## src/rtl/draw_control.sv

```systemverilog
// draw_control: sequences one "move item" request for the VGA item drawer.
// Erases the item's previously drawn slot (if any), then draws it at the
// requested slot. It pulses the drawer's counter reset before each phase
// and raises plot_en only while a phase is emitting pixels.
//
// Ports:
//   clk, reset_n          clock, async active-low reset
//   req, req_item, req_pos request strobe, item (1=press, 0=garbage), slot
//   busy, done            transaction in flight / one-cycle completion pulse
//   item, erase, position registered drawer controls
//   draw_rst_n            drawer reset, low for one cycle before each phase
//   plot_en               VGA write enable
module draw_control #(
  parameter int PRESS_PIXELS   = 2400,
  parameter int GARBAGE_PIXELS = 400,
  parameter int CNT_W          = 12
) (
  input  logic       clk,
  input  logic       reset_n,
  input  logic       req,
  input  logic       req_item,
  input  logic [2:0] req_pos,
  output logic       busy,
  output logic       done,
  output logic       item,
  output logic       erase,
  output logic [2:0] position,
  output logic       draw_rst_n,
  output logic       plot_en
);

  localparam logic [2:0] S_IDLE   = 3'd0;
  localparam logic [2:0] S_SYNC_E = 3'd1;
  localparam logic [2:0] S_ERASE  = 3'd2;
  localparam logic [2:0] S_SYNC_D = 3'd3;
  localparam logic [2:0] S_DRAW   = 3'd4;
  localparam logic [2:0] S_DONE   = 3'd5;

  localparam logic [CNT_W-1:0] PRESS_LAST = CNT_W'(PRESS_PIXELS - 1);
  localparam logic [CNT_W-1:0] GARB_LAST  = CNT_W'(GARBAGE_PIXELS - 1);

  logic [2:0]       state_q, state_d;
  logic [CNT_W-1:0] cnt_q, cnt_d;
  logic             cur_item_q, cur_item_d;
  logic [2:0]       cur_pos_q, cur_pos_d;
  logic [2:0]       prev_press_pos_q, prev_press_pos_d;
  logic             prev_press_vld_q, prev_press_vld_d;
  logic [2:0]       prev_garb_pos_q, prev_garb_pos_d;
  logic             prev_garb_vld_q, prev_garb_vld_d;
  logic             item_q, item_d;
  logic             erase_q, erase_d;
  logic [2:0]       pos_q, pos_d;

  logic accept, phase_last;

  // Out-of-range slots are dropped without any visible effect.
  assign accept     = req && (req_item ? (req_pos <= 3'd5) : (req_pos <= 3'd3));
  assign phase_last = (cnt_q == (cur_item_q ? PRESS_LAST : GARB_LAST));

  always_comb begin
    state_d          = state_q;
    cnt_d            = cnt_q;
    cur_item_d       = cur_item_q;
    cur_pos_d        = cur_pos_q;
    prev_press_pos_d = prev_press_pos_q;
    prev_press_vld_d = prev_press_vld_q;
    prev_garb_pos_d  = prev_garb_pos_q;
    prev_garb_vld_d  = prev_garb_vld_q;
    item_d           = item_q;
    erase_d          = erase_q;
    pos_d            = pos_q;
    case (state_q)
      S_IDLE: begin
        if (accept) begin
          cur_item_d = req_item;
          cur_pos_d  = req_pos;
          item_d     = req_item;
          // Drawer controls are loaded here so they are already stable
          // during the sync cycle that restarts the drawer's counters.
          if (req_item ? prev_press_vld_q : prev_garb_vld_q) begin
            state_d = S_SYNC_E;
            pos_d   = req_item ? prev_press_pos_q : prev_garb_pos_q;
            erase_d = 1'b1;
          end else begin
            state_d = S_SYNC_D;
            pos_d   = req_pos;
            erase_d = 1'b0;
          end
        end
      end
      S_SYNC_E: begin
        cnt_d   = '0;
        state_d = S_ERASE;
      end
      S_ERASE: begin
        cnt_d = cnt_q + CNT_W'(1);
        if (phase_last) begin
          state_d = S_SYNC_D;
          pos_d   = cur_pos_q;
          erase_d = 1'b0;
        end
      end
      S_SYNC_D: begin
        cnt_d   = '0;
        state_d = S_DRAW;
      end
      S_DRAW: begin
        cnt_d = cnt_q + CNT_W'(1);
        if (phase_last) state_d = S_DONE;
      end
      S_DONE: begin
        if (cur_item_q) begin
          prev_press_pos_d = cur_pos_q;
          prev_press_vld_d = 1'b1;
        end else begin
          prev_garb_pos_d = cur_pos_q;
          prev_garb_vld_d = 1'b1;
        end
        state_d = S_IDLE;
      end
      default: state_d = S_IDLE;
    endcase
  end

  always_ff @(posedge clk or negedge reset_n) begin
    if (!reset_n) begin
      state_q          <= S_IDLE;
      cnt_q            <= '0;
      cur_item_q       <= 1'b0;
      cur_pos_q        <= 3'd0;
      prev_press_pos_q <= 3'd0;
      prev_press_vld_q <= 1'b0;
      prev_garb_pos_q  <= 3'd0;
      prev_garb_vld_q  <= 1'b0;
      item_q           <= 1'b0;
      erase_q          <= 1'b0;
      pos_q            <= 3'd0;
    end else begin
      state_q          <= state_d;
      cnt_q            <= cnt_d;
      cur_item_q       <= cur_item_d;
      cur_pos_q        <= cur_pos_d;
      prev_press_pos_q <= prev_press_pos_d;
      prev_press_vld_q <= prev_press_vld_d;
      prev_garb_pos_q  <= prev_garb_pos_d;
      prev_garb_vld_q  <= prev_garb_vld_d;
      item_q           <= item_d;
      erase_q          <= erase_d;
      pos_q            <= pos_d;
    end
  end

  assign busy       = (state_q != S_IDLE);
  assign done       = (state_q == S_DONE);
  assign draw_rst_n = !((state_q == S_SYNC_E) || (state_q == S_SYNC_D));
  assign plot_en    = (state_q == S_ERASE) || (state_q == S_DRAW);
  assign item       = item_q;
  assign erase      = erase_q;
  assign position   = pos_q;

endmodule
```

## config.mk

```make
export PLATFORM = sky130hd
export DESIGN_NAME = draw_control
export DESIGN_NICKNAME = d
export VERILOG_FILES = /design/src/rtl/draw_control.sv
export SDC_FILE = /design/constraint.sdc
export NUM_CORES = 1
export LEC_CHECK = 0
export CAP_MARGIN = 20
export CORE_ASPECT_RATIO = 1.25
export CORE_MARGIN = 4
export CORE_UTILIZATION = 53
export CTS_BUF_LIST = sky130_fd_sc_hd__clkbuf_8
export DETAILED_ROUTE_END_ITERATION = 8
export GPL_ROUTABILITY_DRIVEN = 0
export HOLD_SLACK_MARGIN = 0.15
export PLACE_DENSITY_LB_ADDON = 0.3
export SYNTH_ARGS = -nofsm -noshare
export SYNTH_HDL_FRONTEND = slang
export SYNTH_SLANG_ARGS = --single-unit
```

## constraint.sdc

```tcl
create_clock -name clk -period 1.9 [get_ports clk]
set_clock_uncertainty 0.1 [all_clocks]
set_input_delay 0.19 -clock clk [delete_from_list [all_inputs] [get_ports clk]]
set_output_delay 0.19 -clock clk [all_outputs]
set_load 0.005 [all_outputs]
```

==> results of run 1 <==
## power by group
part	leakage [µW]	internal, µW	switching (µW)
combinational	0.000482	31.6	29.8
sequential	0.000416	664	4.48
clock	0.0000557	325	245
total	0.000953	1020	279
## synth_stat cells
cell,number,share of area [%]
dfrtp_1,31,48
nand2_1,16,3.7
mux2i_1,15,9.3
o21ai_0,10,3.1
mux2_2,6,4.2
a21oi_1,5,1.6
nor2_1,5,1.2
nor3_1,5,1.6
clkbuf_1,4,0.93
inv_1,4,0.93
mux2_4,4,3.7
nand3_1,4,1.2
a31oi_1,3,1.2
and3_1,3,1.2
buf_2,3,0.93
nand2b_1,3,1.2
a211o_1,2,1.1
buf_6,2,1.4
nor4b_1,2,1.1
o221a_2,2,1.4
or2_0,2,0.78
a22o_1,1,0.54
a31o_1,1,0.54
a41oi_1,1,0.54
and2_2,1,0.47
and3b_2,1,0.62
and4_1,1,0.54
and4b_1,1,0.62
ha_1,1,0.78
nand4_1,1,0.39
nor3b_1,1,0.47
nor4_1,1,0.39
o221a_1,1,0.70
o31ai_1,1,0.47
o31ai_2,1,0.78
or2_1,1,0.39
or2_2,1,0.39
or3_1,1,0.39
or3_4,1,0.70
xnor2_1,1,0.54
## final cells by class
class                   count  area (µm²)  area share (%)
clock buffers               7        96.3            4.76
repair buffers             33         284            14.0
clock inverters             1        3.75           0.186
flip-flops and latches     31         776            38.4
multi-input cells         106         802            39.7
well taps                  36        45.0            2.23
inverters                   4        15.0           0.743
## flip-flops by register name, indices dropped and copies added, names as in the netlist
name,count
cnt_q,12
cur_pos_q,3
erase,1
item,1
position,3
prev_garb_pos_q,3
prev_garb_vld_q,1
prev_press_pos_q,3
prev_press_vld_q,1
state_q,3
## metrics by stage
step	util [%]	hold WS (ns)	cell area (µm²)	setup slack, ns	power, µW
after CTS	68.1	0.200	1990	0.000905	1310
after floorplan	-	-0.206	1610	0.0377	700
after global routing	69.3	0.215	2020	-0.00298	1360
after detailed placement	64.5	0.394	1880	0.0242	742
after global placement	64.5	0.386	1880	0.0778	740
final	69.3	0.190	2020	0.0507	1300
## logic make-up (layout without fill, tap and decap cells)
kind of cell / Yosys count / count (layout)
and+or+nand+nor: 51 / 51
DFF: 31 / 31
AOI/OAI and AO/OA: 28 / 28
muxes: 25 / 25
buffers and inverters: 13 / 45
adders and majority gates: 1 / 1
xor gates and xnor gates: 1 / 1
## final timing paths
path	from	end	slack (ns)	depth (start not counted)
min reg2reg	erase	erase	0.41	1
min in group clk	erase	erase	0.41	1
max	state_q[2]	draw_rst_n	0.05	3
min	reset_n	cnt_q[2]	0.19	2
max in group asynchronous	reset_n	prev_garb_pos_q[0]	1.22	2
max reg2reg	state_q[2]	position[2]	0.06	4
## routing by layer
metal | vias up | global-route usage, % | wire length, µm
li1 | 605 | - | -
met1 | 633 | 22.1 | 1490
met2 | 38 | 31.9 | 1930
met3 | 10 | 6.89 | 147
met4 | 0 | 11.3 | 99
met5 | - | 0 | 0
## worst max-delay path: cells and delay by family (launching register included)
kind | cells | cell delay, ns
simple gates | 1 | 0.24
buf+inv | 2 | 0.64
flops | 1 | 0.40
## repair_timing
| item | CTS | global route |
|---|---|---|
| pin swaps | 1 | 0 |
| gates resized for setup | 2 | 6 |
| buffers inserted | 0 | 1 |
| setup endpoints to repair | 1 | 6 |
==> metrics, run 1 <==
final hold vios=0; total CTS buffers=5; Fillers=approximately 240; layout net count=189; worst slew pin tran=between 0.3 and 0.4 ns; Worst EP required=1.61 ns; Detail Placement HPWL=about 2600 µm; most common cell after layout, fill and taps aside=dfrtp_1; Hold Crit Class=in -> async; port bufs=15; final WL=3670 µm; n_diodes=0; Pwr per Cell Area=about 640 mW/mm²; max-slew violations=0; first-pass GRT wire length=between 5000 and 6000 µm; Initial Utilization=55.2%; Die W=about 57 µm; compound-cell area share of the yosys netlist=11.9%; layout cells sized above 1=about a quarter; arrival time at the worst endpoint=between 1.5 and 2 ns; crit path time final=1.85 ns; vias in the first global route=~1.3k; Clk Latency, worst-skew pair=0.29 ns; Crit Path Class=reg -> out; die area=roughly 0.004 mm²; Mapped Area=between 0.0015 and 0.002 mm²; Max clock buf depth=2; initial antenna violation count=0; syn_nets=~160; vias=about 1.3k; Worst VDD drop=approximately 500 µV; CTS tree=yes; XOR/XNOR Fraction of Synth Area=less than 1%; remaining global-route overflow=0; routed wire length per instance=16.8 µm; FP Rows=22; pin count of the biggest net entering global routing=32; max-cap viol count=0; Mean Syn Cell Area=between 10 and 15 µm²; H-tree levels=2; post-synthesis mux area share=approximately 17%; top-level port count=16; GRT Overall Usage=19.7%; Fin Setup TNS=0 ns; largest family of logic cells by synthesized area=multiplexers; vias per inst=about 5.9; Slowest cell on crit path=clkdlybuf4s50_1; register area share after synthesis=between 40 and 50%; Root Driver=clkbuf_8; Synth Area in Simple Gates=between 10% and 20%; endpoints failing setup=0; adder-cell share of the synthesized area=less than 1%; crit path cell chain=buf_4, nand2b_2, clkdlybuf4s50_1; Final Instance Count excl. Fillers=~220; Achievable Freq=0.541 GHz; Slew headroom=roughly 74%; Critical Path End Type=output pin; Crit Path Max Fanout=7; Die H=69.7 µm; Cell Count Post-Placement=209; Core Area=approximately 0.0029 mm²; most frequent cells in the layout=dfrtp_1, buf_4, nand2_1; Yosys cell types=40; Worst Setup Start Kind=register; # DRC=0; clk slew on worst S/H paths=around 0.07 ns; Post-Syn Instances=150; Area Overhead vs Synth=25.5%; leakage=~0.00095 µW; CTS sink count=31; run status=complete, no violations; Ys Warns=0; #FFs+latches synth=31; DR iter-0 viols=31; Detail Route Antenna Nets=0; hold buffer count at CTS=0; Final period util=97.3%; router iterations before antenna repair=4; Largest stage delay, worst path=approximately 0.47 ns
No activity file was read; power rests on OpenSTA's default activity.
==> run 2, diff against run 1 <==
--- a/config.mk
+++ b/config.mk
@@ -6,7 +6,7 @@
 export NUM_CORES = 1
 export LEC_CHECK = 0
 export CAP_MARGIN = 20
-export CORE_ASPECT_RATIO = 1.25
+export CORE_ASPECT_RATIO = 0.75
 export CORE_MARGIN = 4
 export CORE_UTILIZATION = 53
 export CTS_BUF_LIST = sky130_fd_sc_hd__clkbuf_8
==> run 2 against run 1 <==
Effect of this change: critical path depth is 2 higher; cell count is 0.92% higher; sequential cell count did not move; total power down 3.1%; clock power down 7.2%; count of clock-buffer cells in the layout is 1 lower; sequential share of layout area shrank 0.50 points; via count rose by 0.47%; fmax grew 1.3%; utilization up 0.61 points; sequential power hardly changed; wire length fell by 2.8%; critical endpoint is now position[0].
==> metrics, run 2 (synthesized netlist as in run 1, its figures left out) <==
leakage=0.000958 µW (+0.57%); # DRC=0 (unchanged); Largest register FFs=12 (unchanged); Critical Path End Type=register; n_diodes=0 (unchanged); crit path cell chain=buf_4, nor3b_2, nand2_1, or3_4, o221a_2; run status=complete, no violations; Area after DPL=0.00188 mm² (+0.13%); Crit Path Class=reg -> reg; Slowest cell on crit path=dfrtp_1; final hold vios=0 (unchanged); FP Rows=17 (-23%); RSZ-0062 raised after global routing=yes; die area=0.00400 mm² (about the same); Max clock buf depth=2 (unchanged); reg2reg setup slack=0.07 ns (about the same); Achievable Freq=0.548 GHz (+1.3%); Die H=55.8 µm (-20%); H-tree levels=2 (unchanged); router iterations before antenna repair=4 (unchanged); met3 WL post-DR=156 µm (+6.1%); WL met2=1680 µm (-13%); Max Used Layer=met4; Largest stage delay, worst path=0.41 ns (-0.06 ns); Worst Setup Start Kind=register; arrival time at the worst endpoint=1.90 ns (+0.34 ns); Area Overhead vs Synth=27.3%; initial antenna violation count=0 (unchanged); Pwr per Cell Area=614 mW/mm² (-4.5%); Die W=71.7 µm (+25%); first-pass GRT wire length=5990 µm (+0.35%); CTS tree=yes; largest register by flop count=cnt_q; endpoints failing setup=0 (unchanged); vias in the first global route=1262 (-3.7%); r2r endpoint=position[0]; clk slew on worst S/H paths=0.07 ns (about the same); Worst VDD drop=426 µV (-14%); layout cells sized above 1=28.6% (+2.2 points); port bufs=15 (unchanged); remaining global-route overflow=0 (unchanged); crit path time final=1.83 ns (-0.0233 ns); max-slew violations=0 (unchanged); Final period util=96.1% (-1.2 points); Fillers=208 (-14%); layout net count=190 (+0.53%); DR iter-0 viols=65 (+110%); GRT Overall Usage=19.4% (-0.32 points); total CTS buffers=5 (unchanged); Detail Placement HPWL=2550 µm (-3.5%); Cell Count Post-Placement=211 (+0.96%); routed wire length per instance=16.2 µm (-3.6%); Worst EP required=1.98 ns (+0.37 ns); Fin Setup TNS=0 ns (unchanged); pin count of the biggest net entering global routing=32 (unchanged); Root Driver=clkbuf_8; most frequent cells in the layout=dfrtp_1, buf_4, nand2_1; Hold Crit Class=in -> async; final core occ=69.9% (+0.61 points); top-level port count=16 (unchanged); Slew headroom=73.8% (+0.14 points); Detail Route Antenna Nets=0 (unchanged); most common cell after layout, fill and taps aside=dfrtp_1; vias=1292 (+0.47%); final WL=3560 µm (-2.8%); Clk Latency, worst-skew pair=0.29 ns (about the same); CTS sink count=31 (unchanged); RR Startpoint=state_q[2]; Core Area=0.00294 mm² (+0.60%); worst slew pin tran=0.393 ns (-0.00215 ns); Crit Path Max Fanout=4 (-3); max-cap viol count=0 (unchanged); Initial Utilization=54.9% (-0.33 points); M1 WL=1680 µm (+13%); vias per inst=5.87 (-0.45%); fin area=0.00205 mm² (+1.5%); Final Instance Count excl. Fillers=220 (+0.92%); worst reg2reg path depth=5 (+1)
[run 2: changes by cell type in the layout (fill, tap and decap cells not counted), sizes merged]
cell and delta:
clkinv +1, clkbuf -1, dlymetal6s2s +1, dlygate4sd2 +1
buf +1, clkdlybuf4s50 -2, inv -1
[run 2: worst max path at each step]
stage	start	to	slack (ns)
after detailed placement	req_pos[1]	position[2]	0.009
after floorplan	cnt_q[0]	position[0]	0.04
after global routing	state_q[2]	position[2]	-0.006
after global placement	req_pos[1]	position[0]	0.06
final	state_q[2]	position[0]	0.07
after CTS	state_q[2]	position[2]	0.005
[run 2: worst max-delay path: cells and delay by family (launching register included)]
| kind | cells | cell delay [ns] |
|---|---|---|
| DFF | 1 | 0.41 |
| AOI/OAI and AO/OA | 1 | 0.28 |
| buffers and inverters | 1 | 0.15 |
| and+or+nand+nor | 3 | 0.77 |
[run 2: metrics by stage]
stage	hold slack, ns	total power [µW]	setup slack, ns
floorplan	-0.206	700	0.0377
detailed placement	0.397	743	0.00919
global route	0.231	1310	-0.00566
finish	0.180	1260	0.0740
global placement	0.380	741	0.0584
CTS	0.204	1260	0.00476
[run 2: report_power, final]
group,internal [µW],leakage (µW),switching (µW)
registers,664,0.000415,5.09
logic,31.7,0.000496,30.5
clock network,284,0.0000470,244
[run 2: timing repair]
| item | 4_1_cts | 5_1_grt |
|---|---|---|
| hold buffers | 0 | 0 |
| buffers inserted | 1 | 1 |
| resized for setup | 7 | 7 |
| setup endpoints to repair | 3 | 10 |
[run 2: cell type report]
| class | instances | area, µm² | area share (%) |
|---|---|---|---|
| flip-flops and latches | 31 | 777 | 37.9 |
| clock inverters | 1 | 5.00 | 0.244 |
| multi-input cells | 106 | 820 | 39.9 |
| clock buffers | 6 | 82.6 | 4.02 |
| well taps | 38 | 47.5 | 2.32 |
| inverters | 4 | 15.0 | 0.732 |
| repair buffers | 34 | 305 | 14.9 |
[run 2: metal layers]
metal	vias up	GRT usage, %
met2	32	29.1
li1	606	-
met5	-	0
met1	647	26.0
met3	7	6.32
met4	0	7.51
